==> src/rtl/axi4lite_apb_bridge.sv <==
`default_nettype none
// axi4lite_apb_bridge: AXI4-Lite slave to APB master bridge, one outstanding
// transaction, write/read fair arbitration on simultaneous requests.
module axi4lite_apb_bridge #(
  parameter int ADDR_WIDTH = 16,
  parameter int DATA_WIDTH = 32
) (
  input  logic                  clk,
  input  logic                  reset_n,
  input  logic [ADDR_WIDTH-1:0] s_awaddr,
  input  logic                  s_awvalid,
  output logic                  s_awready,
  input  logic [DATA_WIDTH-1:0] s_wdata,
  input  logic                  s_wvalid,
  output logic                  s_wready,
  output logic [1:0]            s_bresp,
  output logic                  s_bvalid,
  input  logic                  s_bready,
  input  logic [ADDR_WIDTH-1:0] s_araddr,
  input  logic                  s_arvalid,
  output logic                  s_arready,
  output logic [DATA_WIDTH-1:0] s_rdata,
  output logic [1:0]            s_rresp,
  output logic                  s_rvalid,
  input  logic                  s_rready,
  output logic [ADDR_WIDTH-1:0] paddr,
  output logic                  pwrite,
  output logic [DATA_WIDTH-1:0] pwdata,
  output logic                  psel,
  output logic                  penable,
  input  logic [DATA_WIDTH-1:0] prdata,
  input  logic                  pready,
  input  logic                  pslverr
);

  typedef enum logic [1:0] {IDLE, SETUP, ACCESS, RESP} state_t;

  state_t state;
  logic   last_rd;
  logic   wr_elig;
  logic   rd_elig;
  logic   grant_wr;
  logic   grant_rd;

  // On a tie the type that did not win last time is granted.
  always_comb begin
    wr_elig  = s_awvalid && s_wvalid;
    rd_elig  = s_arvalid;
    grant_wr = (state == IDLE) && wr_elig && (!rd_elig || last_rd);
    grant_rd = (state == IDLE) && rd_elig && (!wr_elig || !last_rd);
  end

  // Readies are combinational but must stay low while reset is held.
  assign s_awready = reset_n && grant_wr;
  assign s_wready  = reset_n && grant_wr;
  assign s_arready = reset_n && grant_rd;

  always_ff @(posedge clk or negedge reset_n) begin
    if (!reset_n) begin
      state    <= IDLE;
      last_rd  <= 1'b1;
      paddr    <= '0;
      pwrite   <= 1'b0;
      pwdata   <= '0;
      psel     <= 1'b0;
      penable  <= 1'b0;
      s_bvalid <= 1'b0;
      s_bresp  <= 2'b00;
      s_rvalid <= 1'b0;
      s_rresp  <= 2'b00;
      s_rdata  <= '0;
    end else begin
      case (state)
        IDLE: begin
          if (grant_wr || grant_rd) begin
            paddr   <= grant_wr ? s_awaddr : s_araddr;
            pwrite  <= grant_wr;
            if (grant_wr) pwdata <= s_wdata;
            last_rd <= grant_rd;
            psel    <= 1'b1;
            penable <= 1'b0;
            state   <= SETUP;
          end
        end
        SETUP: begin
          penable <= 1'b1;
          state   <= ACCESS;
        end
        ACCESS: begin
          if (pready) begin
            psel    <= 1'b0;
            penable <= 1'b0;
            if (pwrite) begin
              s_bvalid <= 1'b1;
              s_bresp  <= pslverr ? 2'b10 : 2'b00;
            end else begin
              s_rvalid <= 1'b1;
              s_rresp  <= pslverr ? 2'b10 : 2'b00;
              s_rdata  <= prdata;
            end
            state <= RESP;
          end
        end
        RESP: begin
          if ((s_bvalid && s_bready) || (s_rvalid && s_rready)) begin
            s_bvalid <= 1'b0;
            s_rvalid <= 1'b0;
            state    <= IDLE;
          end
        end
        default: state <= IDLE;
      endcase
    end
  end

endmodule
`default_nettype wire

==> config.mk <==
export PLATFORM = sky130hd
export DESIGN_NAME = axi4lite_apb_bridge
export DESIGN_NICKNAME = d
export VERILOG_FILES = /design/src/rtl/axi4lite_apb_bridge.sv
export SDC_FILE = /design/constraint.sdc
export NUM_CORES = 1
export LEC_CHECK = 0
export ABC_CLOCK_PERIOD_IN_PS = 5940
export CORE_MARGIN = 2
export CORE_UTILIZATION = 43
export DETAILED_ROUTE_END_ITERATION = 16
export PLACE_DENSITY = 0.85
export SLEW_MARGIN = 0
export SYNTH_ARGS = -nofsm -noshare
export SYNTH_HDL_FRONTEND = slang
export SYNTH_SLANG_ARGS = --single-unit
==> constraint.sdc <==
create_clock -name clk -period 5.94 [get_ports clk]
set_input_delay 1.188 -clock clk [delete_from_list [all_inputs] [get_ports clk]]
set_output_delay 1.188 -clock clk [all_outputs]
set_load 0.1 [all_outputs]
==> reports/qor.txt <==
share of cells above drive strength 1 - 0.181
Max FO, Critical Path - 3
vias in the first global route - 2878
Final ANT Viol Nets - 0
Initial DRC Count - 30
clk buf depth - 2
min Tclk post-route - 4410 ps
Syn. warnings - 0
synth cell count leaders - 89 x dfrtp_1, 47 x mux2_1, 43 x mux2_2, 10 x mux2_4, 6 x buf_4
setup tns final - 0 ps
detailed-route via count - 2736
clk_skew - 7.13 ps
HP Class - reg -> reg
Post-CTS Setup Inserts - 0
RSZ-0062 raised after global routing - false
fmax - 227 MHz
Total Routing Usage GR - 0.193
Avg Vias per Cell - 4.92
CTS sink count - 90
Synth top area share - 0.582
ys async rst share - 1.00
final slew viol count - 0
most instantiated library cell after synthesis - dfrtp_1
# diodes - 0
crit share post-route - 0.742
outcome - complete, no violations
Root Driver - clkbuf_8
setup ws final - 1530 ps
clk_lat worst skew - 350 ps
Top Ports - 197
Final setup viols - 0
register bit total from synthesis - 90
crit-path most repeated cell - clkdlybuf4s50_1
CP startpoint kind - input port
Yosys cell types - 34
dominant synthesized flop cell - dfrtp_1
CP endpoint kind - output pin
Detailed Route WL - 9.22 mm
clock slew at reported path FFs - 80 ps
Critical Path Slowest Stage Cell - clkdlybuf4s50_1
wire length per cell - 16.6 µm
initial core utilization - 0.441
hpwl dp - 7.09 mm
Yosys top cell by area - dfrtp_1
kind of critical path - in -> out
grt total ovfl - 0
post_cts resized - 0
max cap viols - 0
core area - 8680 µm²
# hold bufs at CTS - 0
Slew HR - 0.324
delay of the slowest critical-path stage - 1160 ps
Mapped Area - 3830 µm²
Post-synth EDFFs - 0
crit-path cells - clkdlybuf4s50_1 > and3_4 > nor3b_1 > clkdlybuf4s50_1
H-Tree Depth - 3
antenna violations before repair - 0
Hold Violations, Final - 0
area grow syn2layout - 57.6%
I/O Buffers - 194
Die X - 98.3 µm
drt first pass iters - 4
DP Worst Slack - 1550 ps
Post-Synthesis Cells - 248
# rows - 34
die area - 9670 µm²
reg2reg start - state[1]
Seq/Total Area, Yosys - 0.589
Syn Area/Cell - 15.4 µm²
synth top area cells - dfrtp_1 58%, mux2_1 14%, mux2_2 13%
CTS tree - built
die height - 98.3 µm
Layout Nets - 554
cts bufs inserted - 9
first-pass GRT wire length - 14.6 mm
Critical Path AT - 3220 ps
largest net degree at the start of global routing - 61
final RePlAce weighted congestion - 0.726
worst slew pin tran - 1010 ps
Crit. Startpoint - s_awvalid
DRC - 0
hold path start - pwdata[8]
WP data required - 4750 ps
==> sequential cells by signal (all words and copies together), names as in the netlist <==
signal	cells
pwrite	1
psel	1
s_rresp	1
pwdata	32
paddr	16
last_rd	1
s_bresp	1
state	2
penable	1
s_bvalid	1
s_rdata	32
s_rvalid	1
==> logic make-up after synthesis <==
logic type	Yosys count	synth area share
buffers and inverters	18	0.0291
other	1	0.000980
DFF	90	0.589
and+or+nand+nor	18	0.0324
AOI/OAI and AO/OA	16	0.0284
muxes	100	0.304
adders and majority gates	5	0.0163
==> worst paths after layout <==
check	cells after the start	endpoint	slack, ps
setup / recovery	4	s_arready	1530
hold / removal	1	pwdata[8]	490
setup reg to reg	7	paddr[13]	3470
hold reg to reg	1	pwdata[8]	490
max in group asynchronous	2	s_rdata[15]	4090
min in group asynchronous	1	s_rdata[26]	750
==> critical path, delay by kind of cell <==
kind                   cells  cell delay, ps
buffers and inverters      2            1620
and+or+nand+nor            2             410
==> layout by cell type, fill, tap and decap left out, types with 3 or more instances in the layout <==
| master | synthesis | routed |
|---|---|---|
| inv_1 | 5 | 5 |
| nor2b_1 | 3 | 3 |
| ha_1 | 5 | 5 |
| clkdlybuf4s50_1 | 0 | 191 |
| clkbuf_8 | 0 | 10 |
| mux2_1 | 47 | 47 |
| buf_4 | 6 | 6 |
| mux2_4 | 10 | 10 |
| o21ai_0 | 5 | 5 |
| dfrtp_1 | 89 | 89 |
| mux2_2 | 43 | 43 |
==> area by class of cell <==
type | count | area [µm²]
sequential | 90 | 2250
clock buffer | 10 | 138
timing repair buffer | 197 | 1960
multi-input combinational | 141 | 1470
inverter | 5 | 18.8
tap | 108 | 135
clock inverter | 5 | 62.6
fill | 625 | 2650
==> per-stage QoR <==
step	cell area, µm²	hold WS (ps)	util	cells
global route	6030	503	0.695	556
floorplan	3830	512	-	249
finish	6030	490	0.695	556
CTS	6030	495	0.695	556
detailed placement	5830	475	0.672	541
global placement	5830	466	0.672	541
==> metal layers <==
metal	up-vias	wire length, µm	GRT usage
li1	1262	-	-
met1	1346	3760	0.239
met2	116	4690	0.330
met3	12	628	0.0487
met4	0	144	0.0643
met5	-	0	0
Power is not shown: default switching activity piles up to over one toggle a cycle in this logic, so the estimate is an artifact.
